## src/rtl/gpt_pkg.sv

```systemverilog
// Shared timer definitions: capture polarity/prescaler encodings and counter width.
package gpt_pkg;

  localparam int GPT_CNT_W = 16;

  typedef enum logic [1:0] {
    IC_POL_RISE = 2'b00,
    IC_POL_FALL = 2'b01,
    IC_POL_RSVD = 2'b10,
    IC_POL_BOTH = 2'b11
  } ic_pol_e;

  typedef enum logic [1:0] {
    IC_PSC_1 = 2'b00,
    IC_PSC_2 = 2'b01,
    IC_PSC_4 = 2'b10,
    IC_PSC_8 = 2'b11
  } ic_psc_e;

  // Terminal prescaler count (div-1) for a given ratio.
  function automatic logic [2:0] psc_last(input ic_psc_e psc);
    case (psc)
      IC_PSC_1: psc_last = 3'd0;
      IC_PSC_2: psc_last = 3'd1;
      IC_PSC_4: psc_last = 3'd3;
      default:  psc_last = 3'd7;
    endcase
  endfunction

endpackage

```

## src/rtl/edge_detector.sv

```systemverilog
// Registers the filtered channel level and reports rising, falling and
// polarity-selected edges combinationally against the registered copy.
module edge_detector
  import gpt_pkg::*;
(
  input  logic    clk_i,
  input  logic    aresetn_i,
  input  logic    af_i,
  input  ic_pol_e pol_i,
  output logic    rise_o,
  output logic    fall_o,
  output logic    edge_o
);

  logic af_q;

  always_ff @(posedge clk_i or negedge aresetn_i) begin
    if (!aresetn_i) begin
      af_q <= 1'b0;
    end else begin
      af_q <= af_i;
    end
  end

  assign rise_o = af_i & ~af_q;
  assign fall_o = ~af_i & af_q;

  // The reserved encoding falls back to rising-edge capture.
  always_comb begin
    edge_o = rise_o;
    case (pol_i)
      IC_POL_FALL: edge_o = fall_o;
      IC_POL_BOTH: edge_o = rise_o | fall_o;
      default:     edge_o = rise_o;
    endcase
  end

endmodule

```

## src/rtl/input_capture_channel.sv

```systemverilog
// Timer channel capture stage: edge prescaling, counter capture and flags.
// Overcapture flag present only when ICAP_OVERCAPTURE_EN is defined.
module input_capture_channel
  import gpt_pkg::*;
#(
  parameter int CNT_W = GPT_CNT_W
) (
  input  logic             clk_i,
  input  logic             aresetn_i,
  input  logic             af_i,
  input  logic [CNT_W-1:0] cnt_i,
  input  logic             cc_en_i,
  input  logic [1:0]       pol_i,
  input  logic [1:0]       psc_i,
  input  logic             ccif_clr_i,
  input  logic             ccof_clr_i,
  output logic [CNT_W-1:0] ccr_o,
  output logic             ccif_o,
  output logic             ccof_o,
  output logic             cap_pulse_o
);

  logic             rise;
  logic             fall;
  logic             edge_sel;
  logic             unused_edges;
  logic [1:0]       psc_q;
  logic [2:0]       psc_cnt_q;
  logic [2:0]       psc_cnt_d;
  logic [2:0]       psc_cur;
  logic             psc_chg;
  logic             qev;
  logic [CNT_W-1:0] ccr_q;
  logic [CNT_W-1:0] ccr_d;
  logic             ccif_q;
  logic             ccif_d;
  logic             cap_q;

  edge_detector u_edge (
    .clk_i    (clk_i),
    .aresetn_i(aresetn_i),
    .af_i     (af_i),
    .pol_i    (ic_pol_e'(pol_i)),
    .rise_o   (rise),
    .fall_o   (fall),
    .edge_o   (edge_sel)
  );

  assign unused_edges = rise ^ fall;

  // A ratio change restarts the count; an edge in that cycle is its first edge.
  assign psc_chg = (psc_i != psc_q);
  assign psc_cur = psc_chg ? 3'd0 : psc_cnt_q;
  assign qev     = cc_en_i & edge_sel & (psc_cur == psc_last(ic_psc_e'(psc_i)));

  always_comb begin
    psc_cnt_d = psc_cur;
    if (!cc_en_i) begin
      psc_cnt_d = 3'd0;
    end else if (edge_sel) begin
      psc_cnt_d = qev ? 3'd0 : 3'(psc_cur + 3'd1);
    end
  end

  assign ccr_d  = qev ? cnt_i : ccr_q;
  assign ccif_d = qev | (ccif_q & ~ccif_clr_i);

  always_ff @(posedge clk_i or negedge aresetn_i) begin
    if (!aresetn_i) begin
      psc_q     <= 2'b00;
      psc_cnt_q <= 3'd0;
      ccr_q     <= '0;
      ccif_q    <= 1'b0;
      cap_q     <= 1'b0;
    end else begin
      psc_q     <= psc_i;
      psc_cnt_q <= psc_cnt_d;
      ccr_q     <= ccr_d;
      ccif_q    <= ccif_d;
      cap_q     <= qev;
    end
  end

`ifdef ICAP_OVERCAPTURE_EN
  logic ccof_q;
  logic ccof_d;

  // A clear arriving with the capture acknowledges the old one: no overcapture.
  assign ccof_d = (qev & ccif_q & ~ccif_clr_i) | (ccof_q & ~ccof_clr_i);

  always_ff @(posedge clk_i or negedge aresetn_i) begin
    if (!aresetn_i) begin
      ccof_q <= 1'b0;
    end else begin
      ccof_q <= ccof_d;
    end
  end

  assign ccof_o = ccof_q;
`else
  logic unused_ccof_clr;

  assign unused_ccof_clr = ccof_clr_i;
  assign ccof_o          = 1'b0;
`endif

  assign ccr_o       = ccr_q;
  assign ccif_o      = ccif_q;
  assign cap_pulse_o = cap_q;

endmodule

```

## config.mk

```make
export PLATFORM = sky130hd
export DESIGN_NAME = input_capture_channel
export DESIGN_NICKNAME = d
export VERILOG_FILES = /design/src/rtl/gpt_pkg.sv /design/src/rtl/edge_detector.sv /design/src/rtl/input_capture_channel.sv
export SDC_FILE = /design/constraint.sdc
export NUM_CORES = 1
export LEC_CHECK = 0
export CORE_MARGIN = 5
export CORE_UTILIZATION = 46
export CTS_CLUSTER_DIAMETER = 150
export DETAILED_ROUTE_END_ITERATION = 12
export HOLD_SLACK_MARGIN = 0.1
export PLACE_DENSITY = 0.92
export SETUP_SLACK_MARGIN = 0.3
export SLEW_MARGIN = 20
export SYNTH_ARGS = -nofsm -noshare
export SYNTH_HDL_FRONTEND = slang
export SYNTH_SLANG_ARGS = --single-unit
```

## constraint.sdc

```tcl
create_clock -name clk_i -period 3.35 [get_ports clk_i]
set_clock_uncertainty 0.1 [all_clocks]
set_input_delay 0.5025 -clock clk_i [delete_from_list [all_inputs] [get_ports clk_i]]
set_output_delay 0.5025 -clock clk_i [all_outputs]
set_load 0.1 [all_outputs]
```

==> flow_metrics.env <==
export IMPL_fin_ws_ns=0.477
export IMPL_routed_via_density=5.17
export IMPL_postCtsSetupRepairBufs=0
export IMPL_cts_sinks=24
export IMPL_netlist_instances=94
export IMPL_timing_final_crit_share_pct=85.8
export IMPL_row_count=18
export IMPL_synthFlopType="dfrtp_1"
export IMPL_crit_chain="clkdlybuf4s50_1 > nor4b_1 > a211oi_1 > o32ai_1 > and4_1 > mux2_2"
export IMPL_cts_hold_buffers=0
export IMPL_status="complete, no violations"
export IMPL_gp_congestion=0.722
export IMPL_required_ns=3.44
export IMPL_numPortBuffers=42
export IMPL_synth_edf_count=0
export IMPL_path_clk_slew_ns=0.11
export IMPL_holdWs_ns=0.411
export IMPL_yosysWarnings=0
export IMPL_cts_resized=0
export IMPL_maxSlewViolCount=0
export IMPL_max_stage_delay_ns=0.83
export IMPL_cts_tree="done"
export IMPL_worst_pin_slew_ns=0.984
export IMPL_ant_nets=0
export IMPL_hpwlAfterDp_um=1790
export IMPL_final_nets=167
export IMPL_hold_viol_final=0
export IMPL_nFillCells=182
export IMPL_slowest_stage="and4_1"
export IMPL_antenna_found_initial=0
export IMPL_final_cells=167
export IMPL_ctsRootBufferMaster="clkbuf_4"
export IMPL_slew_headroom_pct=34.2
export IMPL_clk_latency_ns=0.30
export IMPL_design_area_mm2=0.00163
export IMPL_drtPass1Iterations=4
export IMPL_finalCriticalPeriod_ns=2.87
export IMPL_cts_max_level=1
export IMPL_core_area_mm2=0.00245
export IMPL_drive_gt1_share_pct=19.7
export IMPL_powerDensity_mw_per_mm2=782
export IMPL_critPathMaxFanout=18
export IMPL_place_ws_ns=0.183
export IMPL_yosysSeqAreaShare_pct=51.0
export IMPL_critPathLaunchType="primary input"
export IMPL_hold_class="register to register"
export IMPL_netlist_area_mm2=0.00118
export IMPL_routedWlPerCell_um=13.7
export IMPL_antenna_cells=0
export IMPL_critPathArrivalTime_ns=2.97
export IMPL_grt_max_degree=25
export IMPL_first_iter_violations=19
export IMPL_grt_setup_unrepaired="no"
export IMPL_p_leak_uw=0.000723
export IMPL_track_usage_pct=12.6
export IMPL_wl_um=2290
export IMPL_initial_utilization_pct=48.0
export IMPL_grt_overflow=0
export IMPL_clockBufferDepth=2
export IMPL_die_area_mm2=0.00367
export IMPL_grt_first_pass_wirelength_um=3530
export IMPL_dp_cells=162
export IMPL_synth_cell_type_count=34
export IMPL_die_y_um=60.6
export IMPL_worst_setup_path_end_kind="register"
export IMPL_grt_pass1_vias=843
export IMPL_path_class="primary input to register"
export IMPL_irDropWorstVdd_uv=699
export IMPL_area_delta_synth_final_pct=38.2
export IMPL_ios=45
export IMPL_max_freq_mhz=348
export IMPL_async_flop_share_pct=100
export IMPL_cts_buffers=3
export IMPL_avgSynthCellArea_um2=12.5
export IMPL_drc=0
export IMPL_placed_cell_area_mm2=0.00159
export IMPL_finalSetupViolations=0
export IMPL_fin_setup_tns_ns=0
export IMPL_vias=864
export IMPL_ys_seq_elements=24
export IMPL_chipWidth_um=60.6
export IMPL_synth_fp_nets=123
export IMPL_maxCapViolCount=0
sequential cells by signal, indices dropped and copies added (netlist names):
signal and cells:
ccif_o 1, ccr_o 16, psc_cnt_q 3, psc_q 2
cap_pulse_o 1, u_edge.af_q 1
where the power goes:
group | internal (uW) | switching (uW) | leakage [uW]
logic | 197 | 542 | 0.000402
registers | 354 | 35.9 | 0.000299
clock network | 66.2 | 75.9 | 0.0000210
Yosys cell counts, types with 2 or more instances:
library cell	n	share of area, %
nand2_1	4	1.3
mux2_4	8	10
o32ai_1	2	1.5
a21oi_1	3	1.3
inv_1	7	2.2
buf_6	2	1.9
or2_2	2	1.1
o21ai_0	3	1.3
mux2_2	8	7.7
ha_1	3	3.2
dfrtp_1	24	51
nor2_1	2	0.64
nand3_1	4	1.7
a31oi_1	2	1.1
cells in the final DEF, fill, tap and decap left out:
| master | count |
|---|---|
| o32ai_1 | 2 |
| and2_1 | 1 |
| xor2_1 | 1 |
| mux2_2 | 8 |
| a21oi_1 | 3 |
| nand4_1 | 1 |
| clkbuf_4 | 3 |
| or3_1 | 1 |
| nor2_1 | 2 |
| a31oi_1 | 2 |
| nor3_1 | 1 |
| a31o_2 | 1 |
| nand2b_1 | 1 |
| dlygate4sd3_1 | 1 |
| and2_2 | 1 |
| and4_4 | 1 |
| and4bb_1 | 1 |
| a21o_2 | 1 |
| inv_1 | 7 |
| conb_1 | 1 |
| clkdlybuf4s50_1 | 41 |
| mux2_4 | 8 |
| o21ai_0 | 3 |
| nand2_1 | 4 |
| buf_2 | 1 |
| a211oi_1 | 1 |
| nand3_1 | 4 |
| and3_1 | 1 |
| and4_1 | 1 |
| dfrtp_1 | 24 |
| nor4b_1 | 1 |
| a211o_1 | 1 |
| clkbuf_8 | 1 |
| or2_2 | 2 |
| nor2b_1 | 1 |
| ha_1 | 3 |
per-layer routing:
| layer | vias up | wire length (um) | GRT usage [%] |
|---|---|---|---|
| met4 | 0 | 8 | 2.79 |
| li1 | 420 | - | - |
| met1 | 406 | 1010 | 15.2 |
| met2 | 36 | 1020 | 22.4 |
| met3 | 2 | 249 | 3.19 |
| met5 | - | 0 | 0 |
cell type report:
type,count,area [um^2],area share [%]
Tap cell,30,37.5,2.31
Timing Repair Buffer,43,425,26.2
Sequential cell,24,601,36.9
Clock buffer,4,36.3,2.23
Inverter,7,26.3,1.62
Multi-Input combinational cell,59,500,30.8
critical path: cells and delay by family:
family / cells / cell delay, ns
AO/OA/AOI/OAI: 2 / 0.26
multiplexers: 1 / 0.41
AND/OR/NAND/NOR: 2 / 1.23
buffers and inverters: 1 / 0.56
per-stage QoR:
stage               total power, uW  utilization (%)
floorplan                       955                -
global placement               1130             64.6
detailed placement             1140             64.6
CTS                            1280             66.1
global route                   1320             66.3
finish                         1270             66.3
worst paths after layout:
kind,start,endpoint,slack [ns],cells after the start
worst max-delay path,psc_i[1],ccr_o[7],0.48,6
worst min-delay path,ccif_o,ccif_o,0.41,1
worst max register to register,psc_cnt_q[1],ccr_o[7],0.83,5
worst min register to register,ccif_o,ccif_o,0.41,1
max in group asynchronous,aresetn_i,psc_cnt_q[2],2.20,2
min in group asynchronous,aresetn_i,ccr_o[3],0.61,2
cells by family (layout without fill, tap and decap cells):
group           after synthesis  in the layout  share of synthesized area [%]
flops                        24             24                           51.0
compound gates               14             14                           7.97
buf+inv                      11             54                           6.48
fa+ha+maj                     3              3                           3.19
xor+xnor                      1              1                          0.744
simple gates                 24             24                           12.4
other cells                   1              1                          0.319
mux                          16             16                           17.9
(Power assumes the default switching activity.)
